--- src/rtl/loader_pkg.sv ---
// rtl/loader_pkg.sv - shared state types and constants for the UART program loader
package loader_pkg;

    typedef enum logic [2:0] {IDLE, START, DATA, PARITY, STOP} rx_state_t;
    typedef enum logic [1:0] {HDR_LO, HDR_HI, STREAM} ld_state_t;

    localparam int LOADER_BYTES_PER_WORD = 4;

endpackage

--- src/rtl/uart_rx_core.sv ---
// rtl/uart_rx_core.sv - UART byte receiver: rxd synchronizer plus bit FSM (8E1 when LOADER_PARITY_EN)
module uart_rx_core
    import loader_pkg::*;
#(
    parameter int CLK_PER_BIT = 868
) (
    input  logic       CLK,
    input  logic       reset,
    input  logic       rxd,
    output logic [7:0] rx_byte,
    output logic       byte_valid,
    output logic       rx_err
);

    localparam int CW = $clog2(CLK_PER_BIT);
    localparam logic [CW-1:0] BIT_LAST  = CW'(CLK_PER_BIT - 1);
    localparam logic [CW-1:0] HALF_LAST = CW'(CLK_PER_BIT / 2 - 1);

    logic          sync1_q, sync2_q, prev_q;
    rx_state_t     state_q, state_d;
    logic [CW-1:0] cnt_q, cnt_d;
    logic [2:0]    bit_idx_q, bit_idx_d;
    logic [7:0]    shift_q, shift_d;
    logic          valid_q, valid_d;
    logic          err_q, err_d;
    logic          tick;

    assign tick       = (cnt_q == BIT_LAST);
    assign rx_byte    = shift_q;
    assign byte_valid = valid_q;
    assign rx_err     = err_q;

    // Start needs a real falling edge, so after a bad frame we sit in IDLE until the line recovers.
    always_comb begin
        state_d   = state_q;
        cnt_d     = cnt_q + CW'(1);
        bit_idx_d = bit_idx_q;
        shift_d   = shift_q;
        valid_d   = 1'b0;
        err_d     = 1'b0;
        case (state_q)
            IDLE: begin
                cnt_d = '0;
                if (prev_q && !sync2_q) state_d = START;
            end
            START: begin
                if (cnt_q == HALF_LAST) begin
                    cnt_d     = '0;
                    bit_idx_d = 3'd0;
                    state_d   = sync2_q ? IDLE : DATA;
                end
            end
            DATA: begin
                if (tick) begin
                    cnt_d     = '0;
                    shift_d   = {sync2_q, shift_q[7:1]};
                    bit_idx_d = bit_idx_q + 3'd1;
`ifdef LOADER_PARITY_EN
                    if (bit_idx_q == 3'd7) state_d = PARITY;
`else
                    if (bit_idx_q == 3'd7) state_d = STOP;
`endif
                end
            end
`ifdef LOADER_PARITY_EN
            PARITY: begin
                if (tick) begin
                    cnt_d = '0;
                    if (sync2_q != ^shift_q) begin
                        err_d   = 1'b1;
                        state_d = IDLE;
                    end else begin
                        state_d = STOP;
                    end
                end
            end
`endif
            STOP: begin
                if (tick) begin
                    state_d = IDLE;
                    if (sync2_q) valid_d = 1'b1;
                    else         err_d   = 1'b1;
                end
            end
            default: state_d = IDLE;
        endcase
    end

    always_ff @(posedge CLK) begin
        if (reset) begin
            sync1_q   <= 1'b1;
            sync2_q   <= 1'b1;
            prev_q    <= 1'b1;
            state_q   <= IDLE;
            cnt_q     <= '0;
            bit_idx_q <= 3'd0;
            shift_q   <= 8'h00;
            valid_q   <= 1'b0;
            err_q     <= 1'b0;
        end else begin
            sync1_q   <= rxd;
            sync2_q   <= sync1_q;
            prev_q    <= sync2_q;
            state_q   <= state_d;
            cnt_q     <= cnt_d;
            bit_idx_q <= bit_idx_d;
            shift_q   <= shift_d;
            valid_q   <= valid_d;
            err_q     <= err_d;
        end
    end

endmodule

--- src/rtl/uart_loader_rx.sv ---
// rtl/uart_loader_rx.sv - UART program-load front end: word-count header then payload stream (LOADER_PARITY_EN selects 8E1)
module uart_loader_rx
    import loader_pkg::*;
#(
    parameter int CLK_PER_BIT = 868,
    parameter int CNT_WIDTH   = 16
) (
    input  logic       CLK,
    input  logic       reset,
    input  logic       rxd,
    output logic [7:0] loader_data,
    output logic       loader_ready,
    output logic       loader_enable,
    output logic       load_done,
    output logic       frame_err
);

    localparam int BL_W = CNT_WIDTH + 2;

    logic [7:0]           rx_byte;
    logic                 byte_valid, rx_err;
    ld_state_t            state_q, state_d;
    logic [7:0]           hdr_lo_q, hdr_lo_d;
    logic [BL_W-1:0]      bytes_left_q, bytes_left_d;
    logic [7:0]           data_q, data_d;
    logic                 ready_q, ready_d;
    logic                 enable_q, enable_d;
    logic                 done_q, done_d;
    logic                 ferr_q, ferr_d;
    logic [CNT_WIDTH-1:0] word_cnt;

    uart_rx_core #(.CLK_PER_BIT(CLK_PER_BIT)) u_rx (
        .CLK        (CLK),
        .reset      (reset),
        .rxd        (rxd),
        .rx_byte    (rx_byte),
        .byte_valid (byte_valid),
        .rx_err     (rx_err)
    );

    assign word_cnt      = CNT_WIDTH'({rx_byte, hdr_lo_q});
    assign loader_data   = data_q;
    assign loader_ready  = ready_q;
    assign loader_enable = enable_q;
    assign load_done     = done_q;
    assign frame_err     = ferr_q;

    always_comb begin
        state_d      = state_q;
        hdr_lo_d     = hdr_lo_q;
        bytes_left_d = bytes_left_q;
        data_d       = data_q;
        ready_d      = 1'b0;
        enable_d     = enable_q;
        done_d       = 1'b0;
        ferr_d       = ferr_q | rx_err;
        // Close the frame on the edge that drops the final loader_ready pulse.
        if (ready_q && bytes_left_q == '0) begin
            enable_d = 1'b0;
            done_d   = 1'b1;
        end
        if (rx_err) begin
            state_d  = HDR_LO;
            enable_d = 1'b0;
        end else if (byte_valid) begin
            case (state_q)
                HDR_LO: begin
                    hdr_lo_d = rx_byte;
                    state_d  = HDR_HI;
                end
                HDR_HI: begin
                    if (word_cnt == '0) begin
                        done_d  = 1'b1;
                        state_d = HDR_LO;
                    end else begin
                        enable_d     = 1'b1;
                        bytes_left_d = BL_W'(word_cnt) * BL_W'(LOADER_BYTES_PER_WORD);
                        state_d      = STREAM;
                    end
                end
                STREAM: begin
                    data_d       = rx_byte;
                    ready_d      = 1'b1;
                    bytes_left_d = bytes_left_q - BL_W'(1);
                    if (bytes_left_q == BL_W'(1)) state_d = HDR_LO;
                end
                default: state_d = HDR_LO;
            endcase
        end
    end

    always_ff @(posedge CLK) begin
        if (reset) begin
            state_q      <= HDR_LO;
            hdr_lo_q     <= 8'h00;
            bytes_left_q <= '0;
            data_q       <= 8'h00;
            ready_q      <= 1'b0;
            enable_q     <= 1'b0;
            done_q       <= 1'b0;
            ferr_q       <= 1'b0;
        end else begin
            state_q      <= state_d;
            hdr_lo_q     <= hdr_lo_d;
            bytes_left_q <= bytes_left_d;
            data_q       <= data_d;
            ready_q      <= ready_d;
            enable_q     <= enable_d;
            done_q       <= done_d;
            ferr_q       <= ferr_d;
        end
    end

endmodule
--- config.mk ---
export PLATFORM = sky130hd
export DESIGN_NAME = uart_loader_rx
export DESIGN_NICKNAME = d
export VERILOG_FILES = /design/src/rtl/loader_pkg.sv /design/src/rtl/uart_rx_core.sv /design/src/rtl/uart_loader_rx.sv
export SDC_FILE = /design/constraint.sdc
export NUM_CORES = 1
export LEC_CHECK = 0
export CELL_PAD_IN_SITES_DETAIL_PLACEMENT = 0
export CELL_PAD_IN_SITES_GLOBAL_PLACEMENT = 1
export CORE_AREA = 2 2 88 90
export DETAILED_ROUTE_END_ITERATION = 7
export DIE_AREA = 0 0 90 92
export GPL_ROUTABILITY_DRIVEN = 0
export PLACE_DENSITY_LB_ADDON = 0.1
export SLEW_MARGIN = 10
export SYNTH_ARGS = -nofsm -noshare
export SYNTH_HDL_FRONTEND = slang
export SYNTH_SLANG_ARGS = --single-unit
--- constraint.sdc ---
create_clock -name CLK -period 2.2 [get_ports CLK]
set_input_delay 0.55 -clock CLK [delete_from_list [all_inputs] [get_ports CLK]]
set_output_delay 0.55 -clock CLK [all_outputs]
set_load 0.005 [all_outputs]
==> flow_summary.ini, run 1 <==
[critical_path]
critPathKind = register to register
crit_fanout = 5
critPathArrivalTime_ns = 2.25
end_kind = register
startpoint_type = register
regToRegSetupSlack_ns = 0.23
worstPathRequired_ns = 2.48

[yosys]
synth_flop_cell = dfxtp_1
synthArstFlopShare = 0
synth_top_family_by_area = simple AND/OR/NAND/NOR gates
syn-cell-area_mm2 = 0.00322
synth-edff-count = 0
synthAdderAreaFrac = 0.0233
synth_top_area_share = 0.429
yosys_register_bits = 69
synth_nets = 410
yosysUniqueCellTypes = 59
synth-simple-area-share = 0.296
synthCells = 401
synthMuxAreaShare = 0.00622
synth_warnings = 0
synth_xor_xnor_area_share = 0.0218
synth_area_leaders = dfxtp_1 43%, nand2_1 8.6%, a21oi_1 8.1%
synth-seq-area-share = 0.429
synth_compound_area_frac = 0.179
synth_area_leader_cell = dfxtp_1
syn-mean-instance-area_um2 = 8.02

[clock_tree]
clk_latency_ns = 0.35
ctsRootBufferMaster = clkbuf_8
ctsResizeCount = 0
cts_buffer_depth = 2
cts.htree.levels = 3
cts-buffers-inserted = 9
cts_tree = built
clock_sinks = 69
hold_buffers = 0
clkTransAtPathRegs_ns = 0.08
post-cts-setup-buffers = 0

[floorplan]
die-height_um = 92
io_pins = 15
rows = 32
dieArea_mm2 = 0.00828
initial_core_util = 0.432
die_w_um = 90
core-area_mm2 = 0.00745

[placed_design]
dpl.hpwl_mm = 5.34
port_buffers = 14
dpl_worst_slack_ns = 0.249

[run]
drv_cap = 0

[power]
power_density_mw_per_mm2 = 643
vdd_drop_max_mv = 0.415
leakage_nw = 1.26

[route]
routed_wirelength_mm = 7.85
drtIter0Drc = 200
via_per_inst = 5.40
drt-pass1-iter-count = 4
num_vias = 2840
drcViolationCount = 0
antenna_left = 0
wl_per_cell_um = 14.9

[outcome]
outcome = complete, no violations

[sta]
hold_viol_final = 0
drv_slew = 0
period_needed_ns = 1.97
skew_ns = 0.00770
grt_setup_unrepaired = no
worst-slew-pin-transition_ns = 0.464
timing.final.ws_setup_ns = 0.232
finalCritPeriodShare = 0.894
fmax_mhz = 508
finalSetupTns_ns = 0
setup_violations = 0
relSlewSlack = 0.688

[global_routing]
track_usage = 0.202
grt_pass1_vias = 2675
grt_pass1_wl_mm = 13.2
antenna_found_initial = 0
gr-total-overflow = 0
grt_max_degree = 40

[cells_and_area]
synthToLayoutAreaGrowth_pct = 15.1
antenna_cells = 0
nNetsFinal = 428
final_common_cell = nand2_1
mostFrequentLayoutCells = 74 x nand2_1, 69 x dfxtp_1, 52 x a21oi_1, 39 x nor2_1, 17 x nand3_1
fill_cells = 788
layout-drive-gt1-share = 0.111

[worst_hold_path]
hold_path_class = register to register
[routing by layer]
layer / part of all wire / track usage
met4: 0.016 / 0.0692
met5: 0 / 0
met3: 0.036 / 0.0468
met2: 0.47 / 0.326
met1: 0.48 / 0.267
[final cells by class]
class                   instances  area (µm²)  area share
clock inverters                 5        58.8      0.0159
multi-input cells             304        1690       0.457
flip-flops and latches         69        1380       0.373
well taps                     102         128      0.0345
repair buffers                 28         265      0.0716
clock buffers                  11         151      0.0409
inverters                       7        26.3     0.00709
[worst paths after layout]
check	startpoint	end	cells after the start
hold / removal	u_rx.sync1_q$_SDFF_PP1_	u_rx.sync2_q$_SDFF_PP1_	1
setup reg to reg	bytes_left_q[1]$_SDFFE_PP0P_	bytes_left_q[16]$_SDFFE_PP0P_	7
setup / recovery	bytes_left_q[1]$_SDFFE_PP0P_	bytes_left_q[16]$_SDFFE_PP0P_	7
hold reg to reg	u_rx.sync1_q$_SDFF_PP1_	u_rx.sync2_q$_SDFF_PP1_	1
[cell usage after synthesis (all sizes together), types with 2 or more instances]
cell	count
a211oi	2
a22oi	2
and2	2
o41ai	2
a22o	2
xnor2	5
nor3b	3
o21a	2
nor2	39
a21oi	53
o31a	2
and3	2
nand4	4
nand3	17
a41oi	2
nor4	9
xor2	3
dfxtp	69
nor3	17
clkbuf	15
o2111ai	2
or2	3
ha	6
nand2	74
buf	6
mux2i	2
inv	7
o21ai	20
or3	3
o31ai	2
nand2b	4
or4	4
and4	2
a21o	3
[kinds of logic (layout without fill, tap and decap cells)]
| kind of cell | Yosys count | after routing |
|---|---|---|
| AO/OA/AOI/OAI | 96 | 96 |
| XOR/XNOR | 8 | 8 |
| adder cells (fa/ha/maj) | 6 | 6 |
| buffers and inverters | 28 | 51 |
| flip-flops | 69 | 69 |
| multiplexers | 2 | 2 |
| AND/OR/NAND/NOR | 192 | 192 |
[state kept, by name (all words and copies together), names as in the netlist, 2 cells and up]
signal and count:
u_rx.bit_idx_q 3, u_rx.state_q 3, hdr_lo_q 8, u_rx.rx_byte 8, u_rx.cnt_q 10, state_q 2
loader_data 8, bytes_left_q 18
[stage by stage]
| step | util | instances | power (W) | area (µm²) | hold slack (ns) |
|---|---|---|---|---|---|
| after floorplan | - | 401 | 0.00131 | 3220 | 0.389 |
| after global placement | 0.469 | 510 | 0.00132 | 3490 | 0.397 |
| after detailed placement | 0.469 | 510 | 0.00132 | 3490 | 0.409 |
| after CTS | 0.497 | 526 | 0.00240 | 3700 | 0.420 |
| after global routing | 0.497 | 526 | 0.00246 | 3700 | 0.435 |
| final | 0.497 | 526 | 0.00238 | 3700 | 0.414 |
[power by group]
| part | switching (W) | internal (W) | total [W] |
|---|---|---|---|
| Combinational | 0.0000230 | 0.0000106 | 0.0000336 |
| Sequential | 0.00000418 | 0.00125 | 0.00126 |
| Clock | 0.000508 | 0.000585 | 0.00109 |
| Total | 0.000535 | 0.00185 | 0.00238 |
[worst max-delay path: stages (launching register included)]
cell,delay [ns]
dfxtp_1,0.35
inv_1,0.09
ha_1,0.23
or3b_2,0.54
nor3_2,0.28
nand3_1,0.11
a21o_1,0.18
a21oi_1,0.10
(Power assumes the default switching activity.)
==> inputs of run 2 (changes only) <==
Settings changed: CORE_AREA 2 2 88 90 to 2 2 89 91, DIE_AREA 0 0 90 92 to 0 0 91 93, SYNTH_HIERARCHICAL set to 1.
==> flow_summary.ini, run 2 <==
[yosys]
synth-seq-area-share = 0.416
synth-edff-count = 0
synthArstFlopShare = 0
synth_flop_cell = dfxtp_1
yosysMostFrequentCell = dfxtp_1
synth_area_leader_cell = dfxtp_1
netlist_top_cells_count = 69 x dfxtp_1, 65 x nand2_1, 42 x a21oi_1
syn-mean-instance-area_um2 = 8.21
syn-cell-area_mm2 = 0.00332
synth_area_leaders = dfxtp_1 42%, nand2_1 7.3%, a21oi_1 6.3%
synth_warnings = 6
yosysUniqueCellTypes = 54
synthCells = 405
synth_nets = 414
synth_top_area_share = 0.416
yosys_register_bits = 69

[sta]
fmax_mhz = 492
grt_setup_unrepaired = no
hold_viol_final = 0
period_needed_ns = 2.03
finalSetupTns_ns = 0
worst-slew-pin-transition_ns = 0.462
relSlewSlack = 0.692
setup_violations = 0
finalCritPeriodShare = 0.924
drv_slew = 0
skew_ns = 0.00963

[clock_tree]
ctsResizeCount = 0
cts.htree.levels = 3
ctsRootBufferMaster = clkbuf_8
hold_buffers = 0
clock_sinks = 69
post-cts-setup-buffers = 0
clkTransAtPathRegs_ns = 0.08
cts_tree = built
cts-buffers-inserted = 9
cts_buffer_depth = 2
clk_latency_ns = 0.35

[cells_and_area]
mostFrequentLayoutCells = 69 x dfxtp_1, 65 x nand2_1, 42 x a21oi_1, 35 x nor2_1, 24 x nor3_1
fill_cells = 767
final_common_cell = dfxtp_1
largest_register_ffs = 18
antenna_cells = 0
layout-drive-gt1-share = 0.145
stdcell_area_mm2 = 0.00391
seq_area_mm2 = 0.00138
final_core_util = 0.520
synthToLayoutAreaGrowth_pct = 17.7
nNetsFinal = 439
multiInputGateArea_mm2 = 0.00185
top_register = bytes_left_q
top_regs = bytes_left_q (18), u_rx/cnt_q (10)

[power]
vdd_drop_max_mv = 0.405
leakage_nw = 1.35
p_total_w = 0.00256
power_density_mw_per_mm2 = 653

[critical_path]
worstPathRequired_ns = 2.44
slowest_stage = or3b_4
startpoint_type = register
critPathKind = register to register
r2r_start = u_rx/cnt_q[5]$_SDFF_PP0_
path_cells = or3b_4 -> or3_4 -> a211oi_1 -> mux2_2
regToRegSetupSlack_ns = 0.17
critPathArrivalTime_ns = 2.27
cp_top_family = simple AND/OR/NAND/NOR gates
crit_fanout = 5
crit_buf_inv = 0
r2r-end = u_rx/state_q[1]$_SDFFE_PP0P_
rr_worst_depth = 4
end_kind = register
slowest_delay_ns = 0.45

[run]
drv_cap = 0

[route]
drcViolationCount = 0
routed_wirelength_mm = 8.23
antenna_left = 0
drtIter0Drc = 172
wl_per_cell_um = 15.3
num_vias = 2927
drt-pass1-iter-count = 4
via_per_inst = 5.45

[global_routing]
track_usage = 0.208
grt_pass1_wl_mm = 14.0
grt_pass1_vias = 2820
gr-total-overflow = 0
grt_max_degree = 35
antenna_found_initial = 0

[floorplan]
core-area_mm2 = 0.00753
die-height_um = 93
die_w_um = 91
dieArea_mm2 = 0.00846
rows = 32
io_pins = 15
initial_core_util = 0.442

[placed_design]
placed_cell_area_mm2 = 0.00367
port_buffers = 14
dpl.hpwl_mm = 5.81

[outcome]
outcome = complete, no violations

[worst_hold_path]
holdPathStages = 1
min_from = u_rx/sync1_q$_SDFF_PP1_
hold_end = u_rx/sync2_q$_SDFF_PP1_
hold_path_class = register to register
[run 2: per-layer routing]
metal | GRT usage | part of all wire | up-vias
met5 | 0 | 0 | -
met4 | 0.0846 | 0.012 | 0
li1 | - | - | 1481
met3 | 0.0379 | 0.042 | 11
met2 | 0.311 | 0.44 | 43
met1 | 0.297 | 0.51 | 1392
[run 2: cell type report]
cell class	instances	area share
tap	102	0.0326
sequential	69	0.353
inverter	5	0.00480
multi-input combinational	310	0.472
timing repair buffer	35	0.0780
clock inverter	6	0.0243
clock buffer	10	0.0352
[run 2: how the worst max path moves through the flow]
stage | start | end | slack [ns] | cells past startpoint
4_1_cts | u_rx/cnt_q[0]$_SDFF_PP0_ | u_rx/state_q[1]$_SDFFE_PP0P_ | 0.09 | 5
2_1_floorplan | u_rx/cnt_q[0]$_SDFF_PP0_ | u_rx/bit_idx_q[0]$_SDFFE_PP0P_ | 0.25 | 5
5_1_grt | bytes_left_q[0]$_SDFFE_PP0P_ | bytes_left_q[16]$_SDFFE_PP0P_ | 0.02 | 7
6_report | u_rx/cnt_q[5]$_SDFF_PP0_ | u_rx/state_q[1]$_SDFFE_PP0P_ | 0.17 | 4
3_5_place_dp | u_rx/cnt_q[0]$_SDFF_PP0_ | u_rx/state_q[1]$_SDFFE_PP0P_ | 0.12 | 5
3_3_place_gp | u_rx/cnt_q[0]$_SDFF_PP0_ | u_rx/state_q[1]$_SDFFE_PP0P_ | 0.16 | 5
[run 2: through the flow]
stage | worst slack (ns) | hold slack, ns | std cells
after floorplan | 0.247 | 0.389 | 405
after global placement | 0.162 | 0.407 | 521
after detailed placement | 0.125 | 0.402 | 521
after CTS | 0.0883 | 0.432 | 537
after global routing | 0.0216 | 0.459 | 537
final | 0.168 | 0.424 | 537
[run 2: logic make-up (layout without fill, tap and decap cells)]
group                    after synthesis  count (layout)  share of synthesized area
AO/OA/AOI/OAI                         86              86                      0.159
multiplexers                          13              13                     0.0399
adder cells (fa/ha/maj)                6               6                     0.0226
XOR/XNOR                              10              10                     0.0263
buffers and inverters                 26              56                     0.0312
AND/OR/NAND/NOR                      195             195                      0.306
flip-flops                            69              69                      0.416
[run 2: where the power goes]
| group | internal, W | switching (W) | leakage [nW] |
|---|---|---|---|
| Clock | 0.000679 | 0.000517 | 0.117 |
| Combinational | 0.0000369 | 0.0000630 | 0.672 |
| Sequential | 0.00125 | 0.00000784 | 0.556 |
